## config.mk

```make
export PLATFORM = sky130hd
export DESIGN_NAME = quadrature_step_decoder
export DESIGN_NICKNAME = d
export VERILOG_FILES = /design/src/rtl/quadrature_step_decoder.sv
export SDC_FILE = /design/constraint.sdc
export NUM_CORES = 1
export LEC_CHECK = 0
export ABC_AREA = 1
export CORE_ASPECT_RATIO = 2
export CORE_MARGIN = 2
export CORE_UTILIZATION = 50
export DETAILED_ROUTE_END_ITERATION = 12
export PLACE_DENSITY = 0.72
export SYNTH_ARGS = -nofsm -noshare
export SYNTH_HDL_FRONTEND = slang
export SYNTH_SLANG_ARGS = --single-unit
```

## constraint.sdc

```tcl
create_clock -name clk -period 2.7 [get_ports clk]
set_input_delay 0.54 -clock clk [delete_from_list [all_inputs] [get_ports clk]]
set_output_delay 0.54 -clock clk [all_outputs]
set_load 0.01 [all_outputs]
```

## src/rtl/quadrature_step_decoder.sv

```systemverilog
// quadrature_step_decoder: sync+debounce raw A/B encoder lines, decode Gray steps into step/up_down, flag and count illegal jumps
//   clk       in  system clock, rising edge
//   rst       in  asynchronous active-low reset
//   enc_a     in  raw encoder channel A (asynchronous)
//   enc_b     in  raw encoder channel B (asynchronous)
//   err_clr   in  synchronous clear of err_flag/err_count (wins over a coincident error)
//   step      out one-cycle pulse per legal quadrature edge
//   up_down   out direction of last legal step, 1 = up
//   err_flag  out sticky illegal-transition flag
//   err_count out saturating illegal-transition count
module quadrature_step_decoder #(
  parameter int SYNC_STAGES     = 2,
  parameter int DEBOUNCE_CYCLES = 4,
  parameter int ERR_W           = 8
) (
  input  logic             clk,
  input  logic             rst,
  input  logic             enc_a,
  input  logic             enc_b,
  input  logic             err_clr,
  output logic             step,
  output logic             up_down,
  output logic             err_flag,
  output logic [ERR_W-1:0] err_count
);
  localparam int CW    = $clog2(DEBOUNCE_CYCLES + 1);
  localparam int PRIME = SYNC_STAGES + DEBOUNCE_CYCLES + 2;
  localparam int PW    = $clog2(PRIME + 1);
  logic [1:0] raw, filt, prev, chg;
  logic [PW-1:0] pcnt;
  logic primed;
  assign raw = {enc_a, enc_b};
  for (genvar c = 0; c < 2; c++) begin : g_ch
    logic [SYNC_STAGES-1:0] s;
    logic [CW-1:0] n;
    logic f;
    assign filt[c] = f;
    // the filtered bit reloads one cycle after the run counter hits the limit
    always_ff @(posedge clk or negedge rst)
      if (!rst) begin
        s <= '0;
        n <= '0;
        f <= 1'b0;
      end else begin
        s <= {s[SYNC_STAGES-2:0], raw[c]};
        if (n == CW'(DEBOUNCE_CYCLES)) begin
          f <= s[SYNC_STAGES-1];
          n <= '0;
        end else begin
          n <= (s[SYNC_STAGES-1] != f) ? n + CW'(1) : '0;
        end
      end
  end
  // filtered loads that happen before the first possible debounced update has settled are not decoded
  assign primed = pcnt == PW'(PRIME);
  assign chg = filt ^ prev;
  always_ff @(posedge clk or negedge rst)
    if (!rst) begin
      pcnt      <= '0;
      prev      <= 2'b00;
      step      <= 1'b0;
      up_down   <= 1'b0;
      err_flag  <= 1'b0;
      err_count <= '0;
    end else begin
      if (!primed) pcnt <= pcnt + PW'(1);
      prev <= filt;
      step <= primed && ^chg;
      // Gray order 00,01,11,10: moving up exactly when old A differs from new B
      if (primed && ^chg) up_down <= prev[1] ^ filt[0];
      if (err_clr) begin
        err_flag  <= 1'b0;
        err_count <= '0;
      end else if (primed && &chg) begin
        err_flag <= 1'b1;
        if (err_count != '1) err_count <= err_count + ERR_W'(1);
      end
    end
endmodule

```

==> results_dict.tcl, run 1 <==
set metrics [dict create \
    status "completed" \
    crit_slowest_cell "clkdlybuf4s50_1" \
    finalClockSkew_ns 0.00438 \
    htree_levels 2 \
    yosysTopAreaCell "dfrtp_1" \
    start_kind "flop" \
    asyncSetResetFlopFracSynth 1.00 \
    grt_pass1_wl_mm 3.80 \
    min_path_type "reg -> reg" \
    syn_inst 145 \
    critPathTopFamily "buffers and inverters" \
    slew_violations 0 \
    layout-drive-gt1-share 0.119 \
    max_freq_mhz 532 \
    synth_compound_gate_area_share 0.0479 \
    synthFlopType "dfrtp_1" \
    synth_seq_area_share 0.524 \
    synthTopCellsByArea "dfrtp_1, nand2_1, ha_1" \
    drv_cap 0 \
    synth_edf_count 0 \
    path_max_fanout 7 \
    worstPathArrival_ns 1.34 \
    placed_area_um2 1580 \
    io_buffers 15 \
    clk_pin_slew_ns 0.06 \
    synth-seq-cells 29 \
    max_stage_delay_ns 0.59 \
    multi_input_area_um2 582 \
    path_cells "clkdlybuf4s50_1" \
    switching_share 0.335 \
    synth_fa_ha_area_frac 0.0723 \
    fin_crit_sh 0.696 \
    grt_antenna_before_repair 0 \
    yosysTopAreaCellShare 0.524 \
    synth_top_family_by_area "simple AND/OR/NAND/NOR gates" \
    peakVddDrop_mv 0.648 \
    seq_power_share 0.426 \
    hp-start "g_ch[0].s[0]$_DFF_PN0_" \
    cts.sinks 29 \
    clock_path_buffers 2 \
    rows 27 \
    num_io_pins 16 \
    grt_max_degree 30 \
    area.growth.synth_to_final_pct 20.5 \
    overflow 0 \
    drt_first_pass_iters 4 \
    grtUsageTotal 0.174 \
    rsz0062_at_grt "no" \
    r2r_cells 7 \
    grt_pass1_vias 951 \
    drc 0 \
    startpoint "err_count[5]$_DFFE_PN0P_" \
    place_inst 190 \
    routed_wl_mm 2.35 \
    r2r_setup_slack_ns 1.16 \
    crit_type "reg -> out" \
    synth_mux_area_frac 0.0163 \
    stdcell_count 197 \
    floorplan.die.width_um 41.2 \
    wl_per_cell_um 11.9 \
    hold_viol_final 0 \
    vias_per_cell 4.97 \
    fillers 240 \
    power_frac_comb 0.331 \
    finalCriticalPeriod_ns 1.88 \
    dieArea_um2 3230 \
    netlist_top_cells_count "nand2_1, dfrtp_1, inv_1" \
    syn_area_um2 1390 \
    yosysMostFrequentCell "nand2_1" \
    worst_slew_pin_slew_ns 0.354 \
    synthSimpleGateAreaFrac 0.214 \
    ys_warn_count 0 \
    fin_area_um2 1670 \
    post_cts_buffers 0 \
    root_buffer "clkbuf_8" \
    required_ns 2.16 \
    start_util 0.512 \
    power_density_nw_per_um2 869 \
    synthXorXnorAreaFrac 0.0696 \
    dieHeight_um 78.4 \
    ant_nets 0 \
    r2r-end "err_count[7]$_DFFE_PN0P_" \
    switchingPower_w 0.000486 \
    path_buf_inv 1 \
    gp_congestion 0.884 \
    regArea_um2 726 \
    syn_area_per_cell_um2 9.55 \
    worst-path-stages 1 \
    clkPwrFrac 0.243 \
    post_cts_resized 0 \
    numCtsBuffers 5 \
    cp-end-kind "primary output" \
    synthDistinctLibCells 22 \
    relSlewSlack 0.764 \
    tns_ns 0 \
    p_int_w 0.000964 \
    drt_iter0_drc 26 \
    insertedDiodeCount 0 \
    endpoint "err_count[5]" \
    setup_violations 0 \
    ctsHoldBuffers 0 \
    worst_skew_pair.late_latency_ns 0.28 \
    cts_tree "built" \
    p_leak_nw 0.810 \
    syn_nets 158 \
    vias 980 \
    timing.hold.ws_ns 0.349 \
    r2r_start "g_ch[0].f$_DFFE_PN0N_" \
    dp_hpwl_mm 1.80 \
    coreArea_um2 2700 \
    finalNetCount 181 \
]
## cells by family (layout without fill, tap and decap cells)
| family | Yosys count | after routing |
|---|---|---|
| AND/OR/NAND/NOR | 64 | 64 |
| flip-flops | 29 | 29 |
| buffers and inverters | 20 | 43 |
| AO/OA/AOI/OAI | 11 | 11 |
| XOR/XNOR | 11 | 11 |
| adder cells (fa/ha/maj) | 8 | 8 |
| multiplexers | 2 | 2 |
## worst min path at each step
stage | to | slack [ns] | cells past startpoint
after global routing | g_ch[0].s[1]$_DFF_PN0_ | 0.37 | 0
after CTS | g_ch[0].s[1]$_DFF_PN0_ | 0.35 | 0
after floorplan | err_count[0]$_DFFE_PN0P_ | 0.24 | 0
after detailed placement | g_ch[0].s[1]$_DFF_PN0_ | 0.34 | 0
final | g_ch[0].s[1]$_DFF_PN0_ | 0.35 | 0
after global placement | g_ch[0].s[1]$_DFF_PN0_ | 0.33 | 0
## power groups by stage
stage	Combinational, W	Clock [W]	Sequential (W)
global route	0.000544	0.000384	0.000630
CTS	0.000492	0.000363	0.000620
floorplan	0.000312	0	0.000630
detailed placement	0.000486	0	0.000629
finish	0.000480	0.000352	0.000618
global placement	0.000467	0	0.000619
## through the flow
step	setup slack [ns]	power [W]	util
3_5_place_dp	0.921	0.00111	0.584
2_1_floorplan	1.35	0.000942	-
6_report	0.821	0.00145	0.618
4_1_cts	0.814	0.00148	0.618
3_3_place_gp	0.962	0.00109	0.584
5_1_grt	0.771	0.00156	0.618
## flip-flops by register name, indices dropped and copies added, names as in the netlist
| signal | cells |
|---|---|
| err_flag | 1 |
| g_ch.f | 2 |
| pcnt | 4 |
| g_ch.s | 4 |
| up_down | 1 |
| g_ch.n | 6 |
| step | 1 |
| err_count | 8 |
| prev | 2 |
## area by class of cell
type,instances,area share
Tap cell,29,0.0217
Clock buffer,6,0.0495
Timing Repair Buffer,16,0.0945
Sequential cell,29,0.435
Multi-Input combinational cell,96,0.349
Inverter,20,0.0465
Clock inverter,1,0.00450
## cells in the final DEF (no fill, tap or decap)
master	synthesis	final
nand3_1	10	10
a31oi_1	1	1
inv_1	19	19
nor2_4	2	2
nor2_1	14	14
clkbuf_8	0	6
buf_4	0	1
a21oi_2	1	1
a21oi_1	4	4
clkdlybuf4s50_1	0	15
nand2_4	1	1
nor3_1	1	1
xor2_1	8	8
nand2_1	32	32
o21bai_1	1	1
nand2_2	2	2
ha_1	8	8
mux2_2	2	2
o21ai_2	1	1
dfrtp_1	29	29
inv_4	1	1
o21ai_0	3	3
nand3_2	1	1
nand4_2	1	1
clkinvlp_4	0	1
xnor2_1	3	3
## routing by layer
metal | routed length, µm | vias to the layer above | global-route usage
met5 | 0 | - | 0
met4 | 56 | 0 | 0.0774
met3 | 82 | 5 | 0.0593
met2 | 1310 | 18 | 0.292
met1 | 903 | 461 | 0.180
li1 | - | 496 | -
Power figures use the tool's default switching activity.
==> run 2: changes to the inputs <==
- clock period: 2.7 -> 1.87 ns (I/O delays scaled with it)
==> results of run 2 <==
Same layout as run 1 (identical final DEF). Status: completed.
Among the figures that moved: setup slack after placement 0.921 ns -> 0.257 ns; setup slack after layout 0.821 ns -> 0.157 ns; register-to-register setup slack 1.16 ns -> 0.33 ns; total power 0.00145 W -> 0.00209 W; worst IR drop on VDD 0.648 mV -> 0.936 mV
